--- config.mk ---
export PLATFORM = sky130hd
export DESIGN_NAME = array_seq_ctrl
export DESIGN_NICKNAME = d
export VERILOG_FILES = /design/src/rtl/array_seq_ctrl.sv
export SDC_FILE = /design/constraint.sdc
export NUM_CORES = 1
export LEC_CHECK = 0
export ABC_CLOCK_PERIOD_IN_PS = 22200
export CAP_MARGIN = 20
export CORE_UTILIZATION = 50
export CTS_BUF_LIST = sky130_fd_sc_hd__clkbuf_4
export DETAILED_ROUTE_END_ITERATION = 12
export GPL_TIMING_DRIVEN = 0
export PLACE_DENSITY = 0.81
export SYNTH_ARGS = -nofsm -noshare
export SYNTH_HDL_FRONTEND = slang
export SYNTH_SLANG_ARGS = --single-unit
--- constraint.sdc ---
create_clock -name clk -period 22.2 [get_ports clk]
set_clock_uncertainty 0.15 [all_clocks]
set_input_delay 3.33 -clock clk [delete_from_list [all_inputs] [get_ports clk]]
set_output_delay 3.33 -clock clk [all_outputs]
set_load 0.05 [all_outputs]
--- src/rtl/array_seq_ctrl.sv ---
// Tile-job sequencer for the rate-coded systolic array: weight load, skewed
// compute strobes per row, and skewed output-drain windows per column.
module array_seq_ctrl #(
    parameter int HEIGHT = 32,
    parameter int WIDTH  = 32,
    parameter int CW     = 10,
    parameter int VW     = 12
) (
    input  logic              clk,
    input  logic              rst,
    input  logic              start,
    input  logic [CW-1:0]     mac_cycles,
    input  logic [VW-1:0]     n_vec,
    input  logic              abort,
    output logic              busy,
    output logic              done,
    output logic              err,
    output logic [VW-1:0]     vec_idx,
    output logic [HEIGHT-1:0] en_i,
    output logic [HEIGHT-1:0] clr_i,
    output logic [HEIGHT-1:0] mac_done,
    output logic [WIDTH-1:0]  en_w,
    output logic [WIDTH-1:0]  clr_w,
    output logic [WIDTH-1:0]  en_o,
    output logic [WIDTH-1:0]  clr_o
);

    localparam int CNTW = $clog2(2 * HEIGHT + WIDTH);
    localparam logic [CNTW-1:0] LOAD_LAST  = CNTW'(HEIGHT - 1);
    localparam logic [CNTW-1:0] DRAIN_LAST = CNTW'(2 * HEIGHT + WIDTH - 2);

    typedef enum logic [2:0] {IDLE, LOAD_W, COMPUTE, DRAIN, FIN} state_t;

    state_t            state_q, state_d;
    logic [CNTW-1:0]   cnt_q, cnt_d;
    logic [CW-1:0]     mac_q, mac_d, mc_cfg_q, mc_cfg_d;
    logic [VW-1:0]     vec_q, vec_d, nv_cfg_q, nv_cfg_d;
    logic              busy_q, busy_d, done_q, done_d, err_q, err_d;
    logic [HEIGHT-1:0] en_i_q, en_i_d, clr_i_q, clr_i_d, mac_done_q, mac_done_d;
    logic [HEIGHT-2:0] ext_q, ext_d;
    logic [WIDTH-1:0]  en_w_q, en_w_d, clr_w_q, clr_w_d, en_o_q, en_o_d, clr_o_q, clr_o_d;
    logic              en_b, clr_b, done_b, eno_b, clro_b;

    always_comb begin
        state_d  = state_q;
        cnt_d    = cnt_q;
        mac_d    = mac_q;
        vec_d    = vec_q;
        mc_cfg_d = mc_cfg_q;
        nv_cfg_d = nv_cfg_q;
        err_d    = 1'b0;

        case (state_q)
            IDLE: begin
                if (start && !abort) begin
                    if (n_vec == '0 || mac_cycles < CW'(HEIGHT)) begin
                        err_d = 1'b1;
                    end else begin
                        mc_cfg_d = mac_cycles;
                        nv_cfg_d = n_vec;
                        cnt_d    = '0;
                        vec_d    = '0;
                        state_d  = LOAD_W;
                    end
                end
            end
            LOAD_W: begin
                if (cnt_q == LOAD_LAST) begin
                    mac_d   = '0;
                    vec_d   = '0;
                    state_d = COMPUTE;
                end else begin
                    cnt_d = cnt_q + 1'b1;
                end
            end
            COMPUTE: begin
                if (mac_q == mc_cfg_q - CW'(1)) begin
                    if (vec_q == nv_cfg_q - VW'(1)) begin
                        cnt_d   = '0;
                        state_d = DRAIN;
                    end else begin
                        mac_d = '0;
                        vec_d = vec_q + 1'b1;
                    end
                end else begin
                    mac_d = mac_q + 1'b1;
                end
            end
            DRAIN: begin
                if (cnt_q == DRAIN_LAST) state_d = FIN;
                else                     cnt_d   = cnt_q + 1'b1;
            end
            FIN:     state_d = IDLE;
            default: state_d = IDLE;
        endcase

        if (abort && state_q != IDLE) state_d = IDLE;

        // Outputs are derived from next-state values so the registered copies line up with state_q.
        busy_d  = (state_d != IDLE);
        done_d  = (state_d == FIN);
        en_w_d  = {WIDTH{state_d == LOAD_W}};
        clr_w_d = {WIDTH{state_d == LOAD_W && cnt_d == '0}};

        en_b   = (state_d == COMPUTE);
        clr_b  = en_b && (mac_d == '0);
        done_b = en_b && (mac_d == mc_cfg_q - CW'(1));

        // The output window opens HEIGHT cycles after row 0's end-of-MAC; ext_q extends the row chain.
        clro_b = mac_done_q[HEIGHT-1];
        eno_b  = mac_done_q[HEIGHT-1] | (|ext_q);

        if (abort) begin
            en_i_d     = '0;
            clr_i_d    = '0;
            mac_done_d = '0;
            ext_d      = '0;
            en_o_d     = '0;
            clr_o_d    = '0;
        end else begin
            en_i_d     = {en_i_q[HEIGHT-2:0], en_b};
            clr_i_d    = {clr_i_q[HEIGHT-2:0], clr_b};
            mac_done_d = {mac_done_q[HEIGHT-2:0], done_b};
            ext_d      = (ext_q << 1) | (HEIGHT-1)'(mac_done_q[HEIGHT-1]);
            en_o_d     = {en_o_q[WIDTH-2:0], eno_b};
            clr_o_d    = {clr_o_q[WIDTH-2:0], clro_b};
        end
    end

    always_ff @(posedge clk or posedge rst) begin
        if (rst) begin
            state_q    <= IDLE;
            cnt_q      <= '0;
            mac_q      <= '0;
            vec_q      <= '0;
            mc_cfg_q   <= '0;
            nv_cfg_q   <= '0;
            busy_q     <= 1'b0;
            done_q     <= 1'b0;
            err_q      <= 1'b0;
            en_i_q     <= '0;
            clr_i_q    <= '0;
            mac_done_q <= '0;
            ext_q      <= '0;
            en_w_q     <= '0;
            clr_w_q    <= '0;
            en_o_q     <= '0;
            clr_o_q    <= '0;
        end else begin
            state_q    <= state_d;
            cnt_q      <= cnt_d;
            mac_q      <= mac_d;
            vec_q      <= vec_d;
            mc_cfg_q   <= mc_cfg_d;
            nv_cfg_q   <= nv_cfg_d;
            busy_q     <= busy_d;
            done_q     <= done_d;
            err_q      <= err_d;
            en_i_q     <= en_i_d;
            clr_i_q    <= clr_i_d;
            mac_done_q <= mac_done_d;
            ext_q      <= ext_d;
            en_w_q     <= en_w_d;
            clr_w_q    <= clr_w_d;
            en_o_q     <= en_o_d;
            clr_o_q    <= clr_o_d;
        end
    end

    assign busy     = busy_q;
    assign done     = done_q;
    assign err      = err_q;
    assign vec_idx  = vec_q;
    assign en_i     = en_i_q;
    assign clr_i    = clr_i_q;
    assign mac_done = mac_done_q;
    assign en_w     = en_w_q;
    assign clr_w    = clr_w_q;
    assign en_o     = en_o_q;
    assign clr_o    = clr_o_q;

endmodule
# After elaboration in Yosys (flattened, before gate mapping)
# Cells that the tools add are included.
# word_totals
reg_bits,250
elab_cells,93
# classes
add_sub_neg,5
magnitude_cmp,1
eq_ne,16
mux,34
bitwise_logic,3
reduce_logical,17
# op_table
op,count
32-bit two-way mux,5
12-bit two-way mux,5
7-bit two-way mux,6
12-bit one-hot mux with 3 select lines,1
31-bit two-way mux,1
31-bit by 1-bit bitwise OR with 31-bit output,1
31-bit OR reduction,1
10-bit two-way mux,3
7-bit one-hot mux with 4 select lines,1
3-bit two-way mux,7
10-bit equality test,2
10-bit one-hot mux with 2 select lines,1
"12-bit by 1-bit adder with 12-bit output, second input constant",1
12-bit equality test,1
12-bit logical NOT,1
3-bit one-hot mux with 4 select lines,1
"12-bit by 1-bit subtractor with 12-bit output, second input constant",1
"10-bit by 1-bit adder with 10-bit output, second input constant",1
10-bit logical NOT,1
"10-bit by 6-bit < comparator with 1-bit output, second input constant",1
"2-bit inequality test, second input constant",5
"10-bit by 1-bit subtractor with 10-bit output, second input constant",1
"3-bit by 2-bit equality test with 1-bit output, second input constant",3
3-bit nonzero test,3
15 further kinds,22

# Longest topological paths before layout
# depth
ltp_word,9
depth_mapped,14
ltp_nobuf,12

# Worst setup path after synthesis
# No wires, ideal clock.
# synth_timing
path_kind,input to register
start,input n_vec[6]
end,"register mac_done_q[0], in the netlist mac_done[0]"
arrival_ps,5259
required_time_ps,21983
path_slack_ps,16724
path_stages,10
n_path_buf,0
cell_sequence,nor4_1 > and3_1 > a21oi_1 > nand2_1 > nand2_1 > a31oi_1 > and2_1 > or4b_1 > nor4_2 > o2111a_1
# synth_via
elab_chain_len,9
# synth_rtl
item,line,rtl
start: declaration,13,"input logic [VW-1:0] n_vec,"
12-bit logical NOT,56,if (n_vec == '0 || mac_cycles < CW'(HEIGHT)) begin
1-bit logical OR,56,
3-bit two-way mux,56,
3-bit two-way mux,55,if (start && !abort) begin
3-bit one-hot mux with 4 select lines,53,case (state_q)
3-bit two-way mux,97,if (abort && state_q != IDLE) state_d = IDLE;
3-bit by 2-bit equality test with 1-bit output,105,en_b = (state_d == COMPUTE);
1-bit logical AND,107,done_b = en_b && (mac_d == mc_cfg_q - CW'(1));
32-bit two-way mux,113,if (abort) begin
net mac_done_d[0],39,"logic [HEIGHT-1:0] en_i_q, en_i_d, clr_i_q, clr_i_d, mac_done_q, mac_done_d;"
end signal: assignment,161,mac_done_q <= mac_done_d;
end: declaration,39,
# The timed path passes the listed nets, and every way through them passes these cells.
# A chain may end at the register's enable or synchronous reset.

# Worst setup path in the final report
# layout_timing
start,"register, netlist name en_w[0]"
end,output en_w[8]
# layout_lines
item,line,rtl
end: declaration,22,"output logic [WIDTH-1:0] en_w,"
# No word-level cell between the ends.

==> results_dict.tcl <==
set metrics [dict create \
    status "finished, final reports clean" \
    hold_viol 0 \
    p_leak_nw 5.968 \
    powerDensity_nw_per_um2 97.80 \
    max_cap_viol_count 0 \
    tightest_slew_ps 952.0 \
    grt_pass1_vias 7231 \
    synth_top_family_by_area "simple AND/OR/NAND/NOR gates" \
    drt_iter0_markers 383 \
    die-height_um 141.1 \
    crit_type "flop to output port" \
    finish.instance_area_um2 13350 \
    hpwlAfterDp_um 17810 \
    crit_path_end_kind "output port" \
    die_area_um2 19920 \
    gp_congestion 0.8970 \
    p_total_mw 1.306 \
    clockRootBuffer "clkbuf_4" \
    rsz0062_at_grt "no" \
    initial_core_util 0.5140 \
    final_layout_size_suffix_gt1_frac 0.1654 \
    post_cts_buffers 0 \
    cts_buffers 55 \
    drc_errors 0 \
    area_delta_synth_final_pct 37.96 \
    syn_area_per_cell_um2 11.29 \
    wire_per_inst_um 16.46 \
    fillers 1378 \
    core-area_um2 18830 \
    synth_cell_types 67 \
    grt_pass1_wl_um 38090 \
    fmax_mhz 162.2 \
    rows 50 \
    crit_required_ps 18720 \
    slew_headroom 0.3584 \
    stdcell_count 1475 \
    critical_path_arrival_ps 2680 \
    io_pins 265 \
    totalWireLength_um 24290 \
    cts_sinks 219 \
    yosysSeqAreaShare 0.5663 \
    cts_hold_buf 0 \
    overflow 0 \
    yosys.area_share.simple 0.2136 \
    htreeDepth 2 \
    placed_cells 1381 \
    cts.repair.resized 0 \
    clock_path_buffers 3 \
    drv_slew 0 \
    cts.clk_slew.worst_paths_ps 70 \
    placed_cell_area_um2 12670 \
    synth_edf_count 0 \
    clk_latency_ps 680 \
    synthMuxAreaShare 0.02973 \
    synth_compound_area_frac 0.07292 \
    finalSetupViolCount 0 \
    synthCells 857 \
    synth-xor-area-share 0.03891 \
    yosys.area_share.adder 0.007757 \
    grt_use_total 0.2453 \
    vdd_drop_max_v 0.00006839 \
    holdWs_ps 318.9 \
    netlist_area_um2 9678 \
    nets 1210 \
    syn_nets 889 \
    die_w_um 141.1 \
    fin_crit_ps 6164 \
    ys.warnings.count 0 \
    tritoncts "built" \
    ant_nets 0 \
    insertedDiodeCount 0 \
    fin_crit_sh 0.2777 \
    setup-tns-final_ps 0 \
    routed_via_density 5.064 \
    synthArstFlopShare 1.000 \
    synthFlopType "dfrtp_1" \
    drt_pre_antenna_iters 5 \
    portBuffers 263 \
    vias 7469 \
    grt_antenna_before_repair 0 \
    min_path_type "flop to flop" \
    critPathMaxFanout 32 \
    startpoint_type "flop" \
    grt_start_max_net_pins 140 \
    synth_seq_cells 219 \
]
==> worst max-delay path: stages (launching register included) <==
cell and delay (ps):
dfrtp_1 970, buf_4 240, clkdlybuf4s50_1 810
==> final timing paths <==
| check | from | to | slack (ps) | cells past startpoint |
|---|---|---|---|---|
| max | en_w[0]$_DFF_PP0_ | en_w[8] | 16040 | 2 |
| min | clr_i[21]$_DFF_PP0_ | clr_i[22]$_DFF_PP0_ | 320 | 1 |
| max reg2reg | nv_cfg_q[0]$_DFFE_PP0P_ | mac_done[0]$_DFF_PP0_ | 17750 | 13 |
| min reg2reg | clr_i[21]$_DFF_PP0_ | clr_i[22]$_DFF_PP0_ | 320 | 1 |
| max in group asynchronous | rst | mac_done[9]$_DFF_PP0_ | 17870 | 3 |
| min in group asynchronous | rst | en_i[14]$_DFF_PP0_ | 2990 | 2 |
==> stage by stage <==
step                        util  setup slack (ps)
after CTS                 0.7090             15950
after floorplan                -             12730
after global placement    0.6710             10140
final                     0.7090             16040
after detailed placement  0.6729             15500
after global routing      0.7090             15860
==> Yosys cell counts (3+ instances only) <==
cell	number	area (µm²)
or4_1	4	30.03
xnor2_1	25	219.0
buf_1	3	11.26
nand2_1	49	183.9
and4_1	3	26.28
a21oi_1	13	65.06
and3_1	10	62.56
a211oi_1	4	30.03
mux2i_1	4	40.04
or2_2	7	43.79
and2_1	3	18.77
nor2b_1	159	994.7
o21ai_0	20	100.1
nand4_1	8	50.05
nand2b_1	9	56.30
nor4_2	4	50.05
nand3_1	7	35.03
a2bb2oi_1	3	26.28
nand3b_1	4	30.03
inv_1	17	63.81
clkbuf_1	31	116.4
a21boi_0	3	22.52
nor2_1	32	120.1
ha_1	6	75.07
a31oi_1	12	75.07
or3_1	7	43.79
xor2_1	18	157.7
buf_4	63	473.0
dfrtp_1	219	5480
a32oi_1	6	52.55
nor4_1	19	118.9
a22o_1	3	26.28
mux2_2	22	247.7
nor3_1	16	80.08
a21o_1	4	30.03
==> cells in the final DEF, fill, tap and decap left out, drive strengths merged, types with 4 or more instances in the layout <==
| cell type | netlist | routed |
|---|---|---|
| clkdlybuf4s50 | 0 | 263 |
| dfrtp | 219 | 219 |
| nor2b | 159 | 159 |
| clkbuf | 31 | 115 |
| buf | 69 | 70 |
| nand2 | 49 | 49 |
| nor2 | 32 | 32 |
| xnor2 | 25 | 25 |
| nor4 | 24 | 24 |
| mux2 | 22 | 22 |
| o21ai | 22 | 22 |
| inv | 17 | 19 |
| xor2 | 18 | 18 |
| nor3 | 16 | 16 |
| a21oi | 13 | 13 |
| a31oi | 12 | 12 |
| and3 | 10 | 10 |
| nand2b | 9 | 9 |
| nand3 | 9 | 9 |
| nand4 | 8 | 8 |
| clkinv | 0 | 8 |
| or3 | 7 | 7 |
| or2 | 7 | 7 |
| a32oi | 6 | 6 |
| ha | 6 | 6 |
| mux2i | 4 | 4 |
| or4 | 4 | 4 |
| nand3b | 4 | 4 |
| a21o | 4 | 4 |
| a211oi | 4 | 4 |
==> layer usage <==
metal / vias up / GRT usage / wire length (µm) / share of wire
met5: - / 0 / 0 / 0
met4: 0 / 0.08066 / 409 / 0.017
met3: 42 / 0.05707 / 1721 / 0.071
met2: 280 / 0.4218 / 12220 / 0.50
met1: 3624 / 0.3051 / 9932 / 0.41
li1: 3523 / - / - / -
==> registers in the layout (all words and copies together), names as in the netlist <==
name and cells:
clr_i 32, mac_q 10, busy 1, state_q 3, cnt_q 7, nv_cfg_q 12
clr_w 1, mac_done 32, en_i 32, mc_cfg_q 10, en_w 1, err 1
en_o 32, done 1, vec_idx 12, clr_o 32
==> layout make-up <==
cell class                      count  area [µm²]  share of cell area
Buffer                            100       621.8             0.04657
Clock buffer                       84       630.6             0.04723
Clock inverter                     10       50.05            0.003748
Inverter                           17       71.32            0.005342
Multi-Input combinational cell    521        3512              0.2630
Sequential cell                   219        5480              0.4105
Tap cell                          260       325.3             0.02437
Timing Repair Buffer              264        2660              0.1992
==> cell families (layout without fill, tap and decap cells) <==
| logic type | Yosys count | after routing |
|---|---|---|
| XOR/XNOR | 43 | 43 |
| buffers and inverters | 117 | 475 |
| flip-flops | 219 | 219 |
| AND/OR/NAND/NOR | 352 | 352 |
| multiplexers | 26 | 26 |
| adder cells (fa/ha/maj) | 6 | 6 |
| AO/OA/AOI/OAI | 94 | 94 |
==> power breakdown <==
part / internal (mW) / total, mW / switching (mW) / leakage (nW)
logic: 0.209 / 0.508 / 0.299 / 2.55
registers: 0.426 / 0.469 / 0.0423 / 3.00
clock network: 0.172 / 0.329 / 0.158 / 0.415
Power figures use the tool's default switching activity.
